[src/rtl/act_cfg_loader.sv]
// Bit-serial configuration loader for an array of S1 logic cells: shifts a frame into a shadow
// register and commits it atomically. Optional even-parity frame check under ACT_CFG_PARITY_EN.
module act_cfg_loader #(
  parameter int NUM_CELLS = 4
) (
  input  logic                     clk,
  input  logic                     rst,
  input  logic                     cfg_start,
  input  logic                     cfg_bit,
  input  logic                     cfg_valid,
  output logic                     cfg_ready,
  output logic [7*NUM_CELLS-1:0]   cell_cfg,
  output logic                     cfg_busy,
  output logic                     cfg_done,
  output logic                     cfg_error,
  output logic [1:0]               dbg_state,
  output logic [$clog2(7*NUM_CELLS+1)-1:0] dbg_count
);

  localparam int W  = 7 * NUM_CELLS;
  localparam int CW = $clog2(W + 1);

  // Handshake: a bit transfers on a rising edge where cfg_valid and cfg_ready are both high;
  // cfg_ready depends only on state, and cfg_start overrides (drops) a simultaneous transfer.
  typedef enum logic [1:0] {
    S_IDLE   = 2'd0,
    S_SHIFT  = 2'd1,
    S_PARITY = 2'd2,
    S_COMMIT = 2'd3
  } state_t;

  state_t          r_state;
  state_t          w_next;
  logic [CW-1:0]   r_count;
  logic [W-1:0]    r_shadow;
  logic [W-1:0]    r_cell_cfg;
  logic            w_xfer;
  logic            w_last;
  logic            w_par_ok;

  assign cfg_ready = (r_state == S_SHIFT) || (r_state == S_PARITY);
  assign cfg_busy  = (r_state != S_IDLE);
  // An abort landing in COMMIT cancels the commit, so the done pulse is suppressed too.
  assign cfg_done  = (r_state == S_COMMIT) && !cfg_start;
  assign cell_cfg  = r_cell_cfg;
  assign dbg_state = r_state;
  assign dbg_count = r_count;

  assign w_xfer   = cfg_valid && cfg_ready && !cfg_start;
  assign w_last   = (r_count == CW'(W - 1));
  assign w_par_ok = ~(^{r_shadow, cfg_bit});

  always_comb begin
    w_next = r_state;
    case (r_state)
      S_IDLE: begin
        if (cfg_start) w_next = S_SHIFT;
      end
      S_SHIFT: begin
        if (cfg_start) begin
          w_next = S_SHIFT;
        end else if (w_xfer && w_last) begin
`ifdef ACT_CFG_PARITY_EN
          w_next = S_PARITY;
`else
          w_next = S_COMMIT;
`endif
        end
      end
      S_PARITY: begin
        if (cfg_start) w_next = S_SHIFT;
        else if (w_xfer) w_next = w_par_ok ? S_COMMIT : S_IDLE;
      end
      S_COMMIT: begin
        w_next = cfg_start ? S_SHIFT : S_IDLE;
      end
      default: w_next = S_IDLE;
    endcase
  end

  always_ff @(posedge clk or posedge rst) begin
    if (rst) begin
      r_state    <= S_IDLE;
      r_count    <= '0;
      r_shadow   <= '0;
      r_cell_cfg <= '0;
    end else begin
      r_state <= w_next;
      if (cfg_start) begin
        r_count  <= '0;
        r_shadow <= '0;
      end else if ((r_state == S_SHIFT) && w_xfer) begin
        r_count  <= r_count + CW'(1);
        r_shadow <= {r_shadow[W-2:0], cfg_bit};
      end
      if ((r_state == S_COMMIT) && !cfg_start) r_cell_cfg <= r_shadow;
    end
  end

`ifdef ACT_CFG_PARITY_EN
  logic r_error;

  always_ff @(posedge clk or posedge rst) begin
    if (rst) begin
      r_error <= 1'b0;
    end else if (cfg_start) begin
      r_error <= 1'b0;
    end else if ((r_state == S_PARITY) && w_xfer && !w_par_ok) begin
      r_error <= 1'b1;
    end
  end

  assign cfg_error = r_error;
`else
  assign cfg_error = 1'b0;
`endif

endmodule
[config.mk]
export PLATFORM = sky130hd
export DESIGN_NAME = act_cfg_loader
export DESIGN_NICKNAME = d
export VERILOG_FILES = /design/src/rtl/act_cfg_loader.sv
export SDC_FILE = /design/constraint.sdc
export NUM_CORES = 1
export LEC_CHECK = 0
export BUFFER_PORTS_ARGS = -buffer_cell sky130_fd_sc_hd__buf_2
export CORE_MARGIN = 1.5
export CORE_UTILIZATION = 59
export CTS_BUF_LIST = sky130_fd_sc_hd__clkbuf_2 sky130_fd_sc_hd__clkbuf_4 sky130_fd_sc_hd__clkbuf_8
export DETAILED_ROUTE_END_ITERATION = 10
export PLACE_DENSITY = 0.82
export SETUP_SLACK_MARGIN = 0.4
export SLEW_MARGIN = 20
export SYNTH_ARGS = -nofsm -noshare
export SYNTH_HDL_FRONTEND = slang
export SYNTH_SLANG_ARGS = --single-unit
export TNS_END_PERCENT = 100
[constraint.sdc]
create_clock -name clk -period 3.7 [get_ports clk]
set_input_delay 0.74 -clock clk [delete_from_list [all_inputs] [get_ports clk]]
set_output_delay 0.74 -clock clk [all_outputs]
set_load 0.02 [all_outputs]
==> impl_metrics.ini, run 1 <==
[clock_network]
cts_tree = built
cts.clk_slew.worst_paths_ns = 0.07
cts_setup_buffers = 0
holdBufCountCts = 0
cts_root_buf = clkbuf_8
clock_path_buffers = 2
cts.sinks = 63
cts-buffers-inserted = 9
cts_resized = 0
clock_latency_ns = 0.34
cts_max_level = 3

[pwr]
cellLeakagePower_nw = 1.66
vdd_drop_max_v = 0.000272
seq_power_share = 0.485
cell_internal_pwr_mw = 1.08
comb_power_share = 0.124
switching_power_uw = 395
power.total_mw = 1.47
clockPowerShare = 0.391
p_per_area_nw_per_um2 = 442
switching_share = 0.268

[grt]
grt_antenna_before_repair = 0
grt.total_usage = 0.219
grt_pass1_wl_um = 8770
gr-total-overflow = 0
grt_max_degree = 38
grt_pass1_vias = 1893

[floorplanning]
start_util = 0.613
die_x_um = 72.8
rows = 25
io_pins = 44
dieArea_um2 = 5300
core_area_um2 = 4690
die_h_um = 72.8

[min_path]
hold_path.class = reg -> reg

[final_layout]
layoutNonFillerInstCount = 362
mostFrequentLayoutCells = dfrtp_1, nand2_1, buf_2
nets = 314
insertedDiodeCount = 0
syn2layout_area_growth_pct = 15.8
final_common_cell = dfrtp_1
drive_above_1_share = 0.305
num-fill-cells = 360

[route]
viasPerCell = 5.60
totalWireLength_um = 5280
drt_iter0_drc = 176
routed-wl-met2_um = 2490
vias = 2029
top_layer_used = met4
routedWlPerCell_um = 14.6
m1WireLength_um = 2450
drt_first_pass_iters = 6
wl_met3_um = 224
postRouteAntennaNets = 0
drc = 0

[sta]
rsz0062_at_grt = no
setup_viol = 0
period_needed_ns = 2.20
max_freq_mhz = 455
min_period_over_period = 0.594
relSlewSlack = 0.498
worst_clock_skew_ns = 0.00420
worst_pin_slew_ns = 0.752
worst_hold_slack_ns = 0.499
setup_slack_ns = 1.50
slew_violations = 0
tns_ns = 0
finalHoldViolCount = 0

[worst_setup_path]
crit_arrival_ns = 1.46
cpPeakStageDelay_ns = 0.44
path_cells = inv_1 > ha_1 > buf_2
setup.worst_path.class = reg -> out
crit_required_ns = 2.96
cpLargestDelayFamily = flip-flops
endpoint_kind = primary output
start_kind = register
slowest_stage = dfrtp_1
crit_buf_inv = 2
worstPathMaxFanout = 6

[synthesis]
ys_types = 27
synth_cells = 261
syn-num-nets = 272
netlist_area_um2 = 2870
synth-seq-cells = 63
yosys_warnings = 0
synth_seq_area_share = 0.549
postSynthAreaPerCell_um2 = 11.0

[place]
dpl.hpwl_um = 3410
port_buffers = 42
dp_cells = 346
gp_congestion = 0.863
pre_cts_ws_ns = 1.49

[status]
status = finished, final reports clean

[flow_run]
drv_cap = 0
synth_stat cells:
cell,n,area share
a31oi_1,3,0.0065
buf_4,1,0.0026
o22ai_1,1,0.0022
a2111oi_0,1,0.0030
ha_1,6,0.026
nor4bb_1,1,0.0035
xnor3_1,3,0.024
xnor2_2,1,0.0057
clkbuf_1,13,0.017
nor2b_1,1,0.0022
xor2_1,6,0.018
mux2_2,28,0.11
a211oi_1,1,0.0026
a21oi_1,29,0.051
and3_1,1,0.0022
nor3b_1,1,0.0026
xnor2_1,19,0.058
o2bb2ai_1,2,0.0061
inv_1,5,0.0065
a211o_1,1,0.0030
nand3_1,3,0.0052
nor2_1,5,0.0065
conb_1,1,0.0013
dfrtp_1,63,0.55
nand4_1,2,0.0044
nand2_1,62,0.081
buf_1,1,0.0013
final cells by class:
class | instances | area, µm² | area share
timing repair buffer | 46 | 240 | 0.0722
multi-input combinational | 178 | 1230 | 0.368
inverter | 5 | 18.8 | 0.00564
sequential | 63 | 1580 | 0.474
tap | 54 | 67.6 | 0.0203
clock inverter | 2 | 12.5 | 0.00376
clock buffer | 14 | 186 | 0.0560
power groups by stage:
stage	Clock [mW]	Sequential, mW	Combinational [mW]
3_3_place_gp	0	0.726	0.177
2_1_floorplan	0	0.734	0.129
6_report	0.576	0.714	0.182
4_1_cts	0.590	0.714	0.182
3_5_place_dp	0	0.726	0.181
5_1_grt	0.618	0.715	0.202
logic make-up after synthesis:
kind of cell | synth area share
simple gates | 0.108
flops | 0.549
compound gates | 0.0740
xor+xnor | 0.105
mux | 0.110
buf+inv | 0.0274
fa+ha+maj | 0.0261
other cells | 0.00130
registers in the layout (all words and copies together) (netlist names):
signal	flops
dbg_count	5
cell_cfg	28
r_shadow	28
dbg_state	2
per-stage QoR:
stage	util	area, µm²
6_report	0.709	3330
5_1_grt	0.709	3330
4_1_cts	0.708	3320
3_5_place_dp	0.666	3120
3_3_place_gp	0.666	3120
2_1_floorplan	-	2870
routing by layer:
layer  track usage  vias to the layer above
met5             0                        -
met4         0.101                        0
met3        0.0470                       14
met2         0.331                       57
met1         0.306                     1001
li1              -                      957
path summary, 6_finish.rpt:
kind | from | end | slack [ns] | cells after the start
worst max register to register | dbg_state[0]$_DFFE_PP0P_ | r_shadow[19]$_DFFE_PP0P_ | 1.56 | 6
worst min-delay path | cell_cfg[4]$_DFFE_PP0P_ | cell_cfg[4]$_DFFE_PP0P_ | 0.50 | 1
max in group asynchronous | rst | r_shadow[2]$_DFFE_PP0P_ | 2.32 | 3
worst max-delay path | dbg_state[0]$_DFFE_PP0P_ | cfg_ready | 1.50 | 3
worst min register to register | cell_cfg[4]$_DFFE_PP0P_ | cell_cfg[4]$_DFFE_PP0P_ | 0.50 | 1
min in group asynchronous | rst | r_shadow[10]$_DFFE_PP0P_ | 0.54 | 2
(Power assumes the default switching activity.)
==> run 2, diff against run 1 <==
CORE_UTILIZATION = 53   (was 59)
PLACE_DENSITY = 0.78   (was 0.82)
clock period = 1.92 ns   (was 3.7 ns; I/O delays follow)
==> impl_metrics.ini, run 2 (same netlist as run 1, synthesis figures left out) <==
[sta]
worst_clock_skew_ns = 0.00767
period_needed_ns = 1.85
setup_viol = 0
relSlewSlack = 0.529
tns_ns = 0
finalHoldViolCount = 0
min_period_over_period = 0.965
worst_pin_slew_ns = 0.689
slew_violations = 0
worst_hold_slack_ns = 0.0570
rsz0062_at_grt = yes
max_freq_mhz = 540

[floorplanning]
io_pins = 44
core_area_um2 = 5170
rows = 26
die_h_um = 76.6
die_x_um = 76.6
dieArea_um2 = 5870
start_util = 0.556

[pwr]
cellLeakagePower_nw = 1.83
vdd_drop_max_v = 0.000545
power.total_mw = 3.21
p_per_area_nw_per_um2 = 832

[route]
drt_iter0_drc = 166
postRouteAntennaNets = 0
drc = 0
routedWlPerCell_um = 17.9
viasPerCell = 5.42
vias = 2137
drt_first_pass_iters = 4
totalWireLength_um = 7040

[clock_network]
holdBufCountCts = 0
cts_max_level = 3
cts.clk_slew.worst_paths_ns = 0.07
cts_tree = built
clock_latency_ns = 0.34
cts-buffers-inserted = 9
cts_root_buf = clkbuf_8
clock_path_buffers = 2
cts.sinks = 63

[final_layout]
mostFrequentLayoutCells = nand2_1, dfrtp_1, buf_2
syn2layout_area_growth_pct = 34.1
insertedDiodeCount = 0
layoutNonFillerInstCount = 394
final_common_cell = nand2_1
drive_above_1_share = 0.386
nets = 331
stdcell_area_um2 = 3850

[grt]
grt_antenna_before_repair = 0
grt_busiest_layer = met2
grt.total_usage = 0.233
gr-total-overflow = 0
met2_usage = 0.370
grt_pass1_wl_um = 10300
grtUsageMet1 = 0.306
grt_pass1_vias = 2064
grt_max_degree = 33
grt_use_met3 = 0.0599

[place]
dpl.hpwl_um = 3780
gp_congestion = 0.806
port_buffers = 42
dp_cells = 367
placed_area_um2 = 3240

[flow_run]
drv_cap = 0

[worst_setup_path]
setup.worst_path.class = reg -> out
crit_required_ns = 1.54
r2r_cells = 8
crit_arrival_ns = 1.47
worstPathMaxFanout = 5
rrSetupSlack_ns = 0.07
r2r_start = dbg_state[1]$_DFFE_PP0P_
endpoint_kind = primary output
start_kind = register
r2r-end = dbg_state[1]$_DFFE_PP0P_

[status]
status = finished, final reports clean

[min_path]
hold_path.class = in -> async
==> run 2: cell count changes in the layout (fill, tap and decap cells not counted), moves of 4 or more <==
| cell | change |
|---|---|
| buf_4 | +6 |
| mux2_4 | +23 |
| mux2_2 | -23 |
| buf_12 | +4 |
| buf_6 | +5 |
==> run 2: stage by stage <==
step	setup WS [ns]	util
2_1_floorplan	0.255	-
3_3_place_gp	0.266	0.626
3_5_place_dp	0.167	0.626
4_1_cts	0.167	0.705
5_1_grt	0.0254	0.745
6_report	0.0679	0.745
==> run 2: worst max-delay path by stage <==
stage                              from                       end
6_report       dbg_state[1]$_DFFE_PP0P_                 cfg_ready
5_1_grt        dbg_state[1]$_DFFE_PP0P_  dbg_state[1]$_DFFE_PP0P_
4_1_cts        dbg_state[1]$_DFFE_PP0P_  dbg_state[0]$_DFFE_PP0P_
3_5_place_dp   dbg_state[1]$_DFFE_PP0P_  dbg_state[1]$_DFFE_PP0P_
3_3_place_gp    r_shadow[6]$_DFFE_PP0P_  dbg_state[0]$_DFFE_PP0P_
2_1_floorplan  dbg_state[0]$_DFFE_PP0P_  dbg_count[1]$_DFFE_PP0P_
==> run 2: area by class of cell <==
cell class / instances / area [µm²]
fillers: 335 / 1320
flip-flops and latches: 63 / 1580
clock inverters: 3 / 65.1
clock buffers: 12 / 165
inverters: 5 / 30.0
well taps: 70 / 87.6
repair buffers: 63 / 514
multi-input cells: 178 / 1410
==> run 2: critical path, stage by stage (launching register included) <==
cell     delay [ns]
dfrtp_2        0.45
buf_12         0.14
inv_8          0.06
ha_4           0.21
buf_4          0.14
buf_6          0.12
==> run 2: routing by layer <==
layer / wire, µm / vias up
met5: 0 / -
li1: - / 986
met2: 3550 / 71
met1: 2980 / 1067
met4: 127 / 0
met3: 392 / 13
==> run 2: where the power goes <==
part | total, mW | internal, mW | switching [mW]
clock network | 1.33 | 0.828 | 0.502
logic | 0.496 | 0.187 | 0.309
registers | 1.38 | 1.35 | 0.0334
total | 3.21 | 2.36 | 0.845
==> run 2: timing repair <==
| action | CTS | global route |
|---|---|---|
| endpoints found under the hold margin | 0 | 0 |
| endpoints found under the setup margin | 43 | 67 |
| pin swaps | 4 | 6 |
| setup buffers | 6 | 3 |
| cloned | 1 | 2 |
| resized for setup | 21 | 35 |
==> run 3, diff against run 2 <==
ABC_AREA = 1   (was default)
CORE_UTILIZATION = 45   (was 53)
PLACE_DENSITY = 0.68   (was 0.78)
==> impl_metrics.ini, run 3 <==
[final_layout]
mostFrequentLayoutCells = nand2_1, dfrtp_1, buf_2
regArea_um2 = 1580
insertedDiodeCount = 0
multi_input_area_um2 = 1490
drive_above_1_share = 0.351
stdcell_area_um2 = 4130
num-fill-cells = 602
syn2layout_area_growth_pct = 32.1
nets = 492
final_common_cell = nand2_1

[floorplanning]
dieArea_um2 = 7450
core_area_um2 = 6760
io_pins = 44
start_util = 0.462
die_x_um = 86.3
rows = 30
die_h_um = 86.3

[pwr]
p_per_area_nw_per_um2 = 948
vdd_drop_max_v = 0.000686
switching_power_mw = 1.31
switching_share = 0.335
clockPowerShare = 0.299
seq_power_share = 0.394
power.total_mw = 3.91
cell_internal_pwr_mw = 2.60
comb_power_share = 0.307
cellLeakagePower_nw = 2.14

[synthesis]
post-synth-top-count-cell = nand2_1
async_flop_share = 1.00
netlist_area_um2 = 3120
ys_types = 22
synth_area_leaders = dfrtp_1, nand2_1, o22ai_1, o21ai_0, inv_1
synthFlopType = dfrtp_1
yosys.area.top_type_share = 0.505
synth_cells = 410
synth-seq-cells = 63
postSynthAreaPerCell_um2 = 7.61
synth_area_leader_cell = dfrtp_1
yosys_warnings = 0
synth_seq_area_share = 0.505
synth_edf_count = 0
ys_top_cells_by_count = nand2_1, dfrtp_1, inv_1
syn-num-nets = 421

[grt]
grt_max_degree = 64
gr-total-overflow = 0
grt.total_usage = 0.193
grt_pass1_wl_um = 11200
grt_pass1_vias = 2556
grt_antenna_before_repair = 0

[clock_network]
cts-buffers-inserted = 9
clock_latency_ns = 0.34
cts.clk_slew.worst_paths_ns = 0.07
clock_path_buffers = 2
cts_root_buf = clkbuf_8
cts_tree = built
cts_max_level = 3
holdBufCountCts = 0
cts.sinks = 63

[route]
viasPerCell = 5.04
routedWlPerCell_um = 12.8
vias = 2847
postRouteAntennaNets = 0
drt_iter0_drc = 141
totalWireLength_um = 7250
drt_first_pass_iters = 4
drc = 0

[worst_setup_path]
start_kind = register
r2r-end = dbg_state[0]$_DFFE_PP0P_
crit_arrival_ns = 1.28
crit_required_ns = 1.54
r2r_start = dbg_state[1]$_DFFE_PP0P_
endpoint_kind = primary output
worstPathMaxFanout = 6
r2r_cells = 10
rrSetupSlack_ns = 0.29
setup.worst_path.class = reg -> out

[place]
placed_area_um2 = 3460
gp_congestion = 0.807
port_buffers = 42
pre_cts_ws_ns = 0.191
dpl.hpwl_um = 4350

[flow_run]
drv_cap = 0

[sta]
tns_ns = 0
max_freq_mhz = 602
setup_viol = 0
min_period_over_period = 0.865
finalHoldViolCount = 0
period_needed_ns = 1.66
setup_slack_ns = 0.259
rsz0062_at_grt = yes
slew_violations = 0
worst_clock_skew_ns = 0.00556

[min_path]
hold_path.class = in -> async

[status]
status = finished, final reports clean
## run 3: cell count changes after synthesis, sizes merged, moves of 7 or more
cell and change:
inv +46, nor2 +7, o22ai +28, nand2 +121
xnor2 -16, clkbuf -7, a21oi -25, o21ai +33
mux2 -28
## run 3: worst max-delay path by stage
stage / start / depth (start not counted) / slack [ns] / to
2_1_floorplan: dbg_state[1]$_DFFE_PP0P_ / 10 / 0.26 / dbg_state[0]$_DFFE_PP0P_
3_3_place_gp: dbg_state[1]$_DFFE_PP0P_ / 10 / 0.28 / r_shadow[15]$_DFFE_PP0P_
3_5_place_dp: dbg_state[1]$_DFFE_PP0P_ / 10 / 0.19 / r_shadow[15]$_DFFE_PP0P_
4_1_cts: dbg_state[0]$_DFFE_PP0P_ / 3 / 0.26 / cfg_ready
5_1_grt: dbg_state[1]$_DFFE_PP0P_ / 11 / 0.20 / dbg_count[4]$_DFFE_PP0P_
6_report: dbg_state[1]$_DFFE_PP0P_ / 3 / 0.26 / cfg_ready
## run 3: routing by layer
| metal | wire, µm | global-route usage | vias up |
|---|---|---|---|
| li1 | - | - | 1437 |
| met1 | 3290 | 0.250 | 1345 |
| met2 | 3580 | 0.311 | 50 |
| met3 | 258 | 0.0333 | 15 |
| met4 | 122 | 0.0997 | 0 |
| met5 | 0 | 0 | - |
## run 3: cells by family after synthesis
group / count (synthesis) / synth area share
AO/OA/AOI/OAI: 68 / 0.125
XOR/XNOR: 4 / 0.0112
adder cells (fa/ha/maj): 6 / 0.0240
buffers and inverters: 64 / 0.0806
flip-flops: 63 / 0.505
other: 1 / 0.00120
AND/OR/NAND/NOR: 204 / 0.253
## run 3: metrics by stage
| step | hold slack, ns | utilization | cells |
|---|---|---|---|
| 2_1_floorplan | 0.509 | - | 410 |
| 3_3_place_gp | 0.460 | 0.511 | 525 |
| 3_5_place_dp | 0.468 | 0.511 | 525 |
| 4_1_cts | 0.139 | 0.563 | 547 |
| 5_1_grt | 0.146 | 0.611 | 565 |
| 6_report | 0.127 | 0.611 | 565 |
## run 3: cell type report
type / count / area share
sequential: 63 / 0.383
inverter: 51 / 0.0479
clock inverter: 3 / 0.0103
multi-input combinational: 283 / 0.362
clock buffer: 12 / 0.0385
tap: 80 / 0.0243
timing repair buffer: 73 / 0.133
## run 3: worst max-delay path, cell delays in order (launching register included)
cell,delay (ns)
dfrtp_2,0.47
inv_4,0.11
ha_4,0.21
buf_4,0.15
## run 3: power groups by stage
stage	Combinational, mW	Sequential (mW)	Clock, mW
floorplan	0.545	1.66	0
global placement	0.879	1.54	0
detailed placement	0.889	1.55	0
CTS	1.05	1.52	1.19
global route	1.32	1.56	1.26
finish	1.20	1.54	1.17
## run 3: timing repair
| action | in CTS | in global routing |
|---|---|---|
| pin swaps | 4 | 11 |
| resized for setup | 21 | 55 |
| gates cloned | 1 | 1 |
| buffers inserted | 6 | 17 |
| setup endpoints to repair | 38 | 38 |
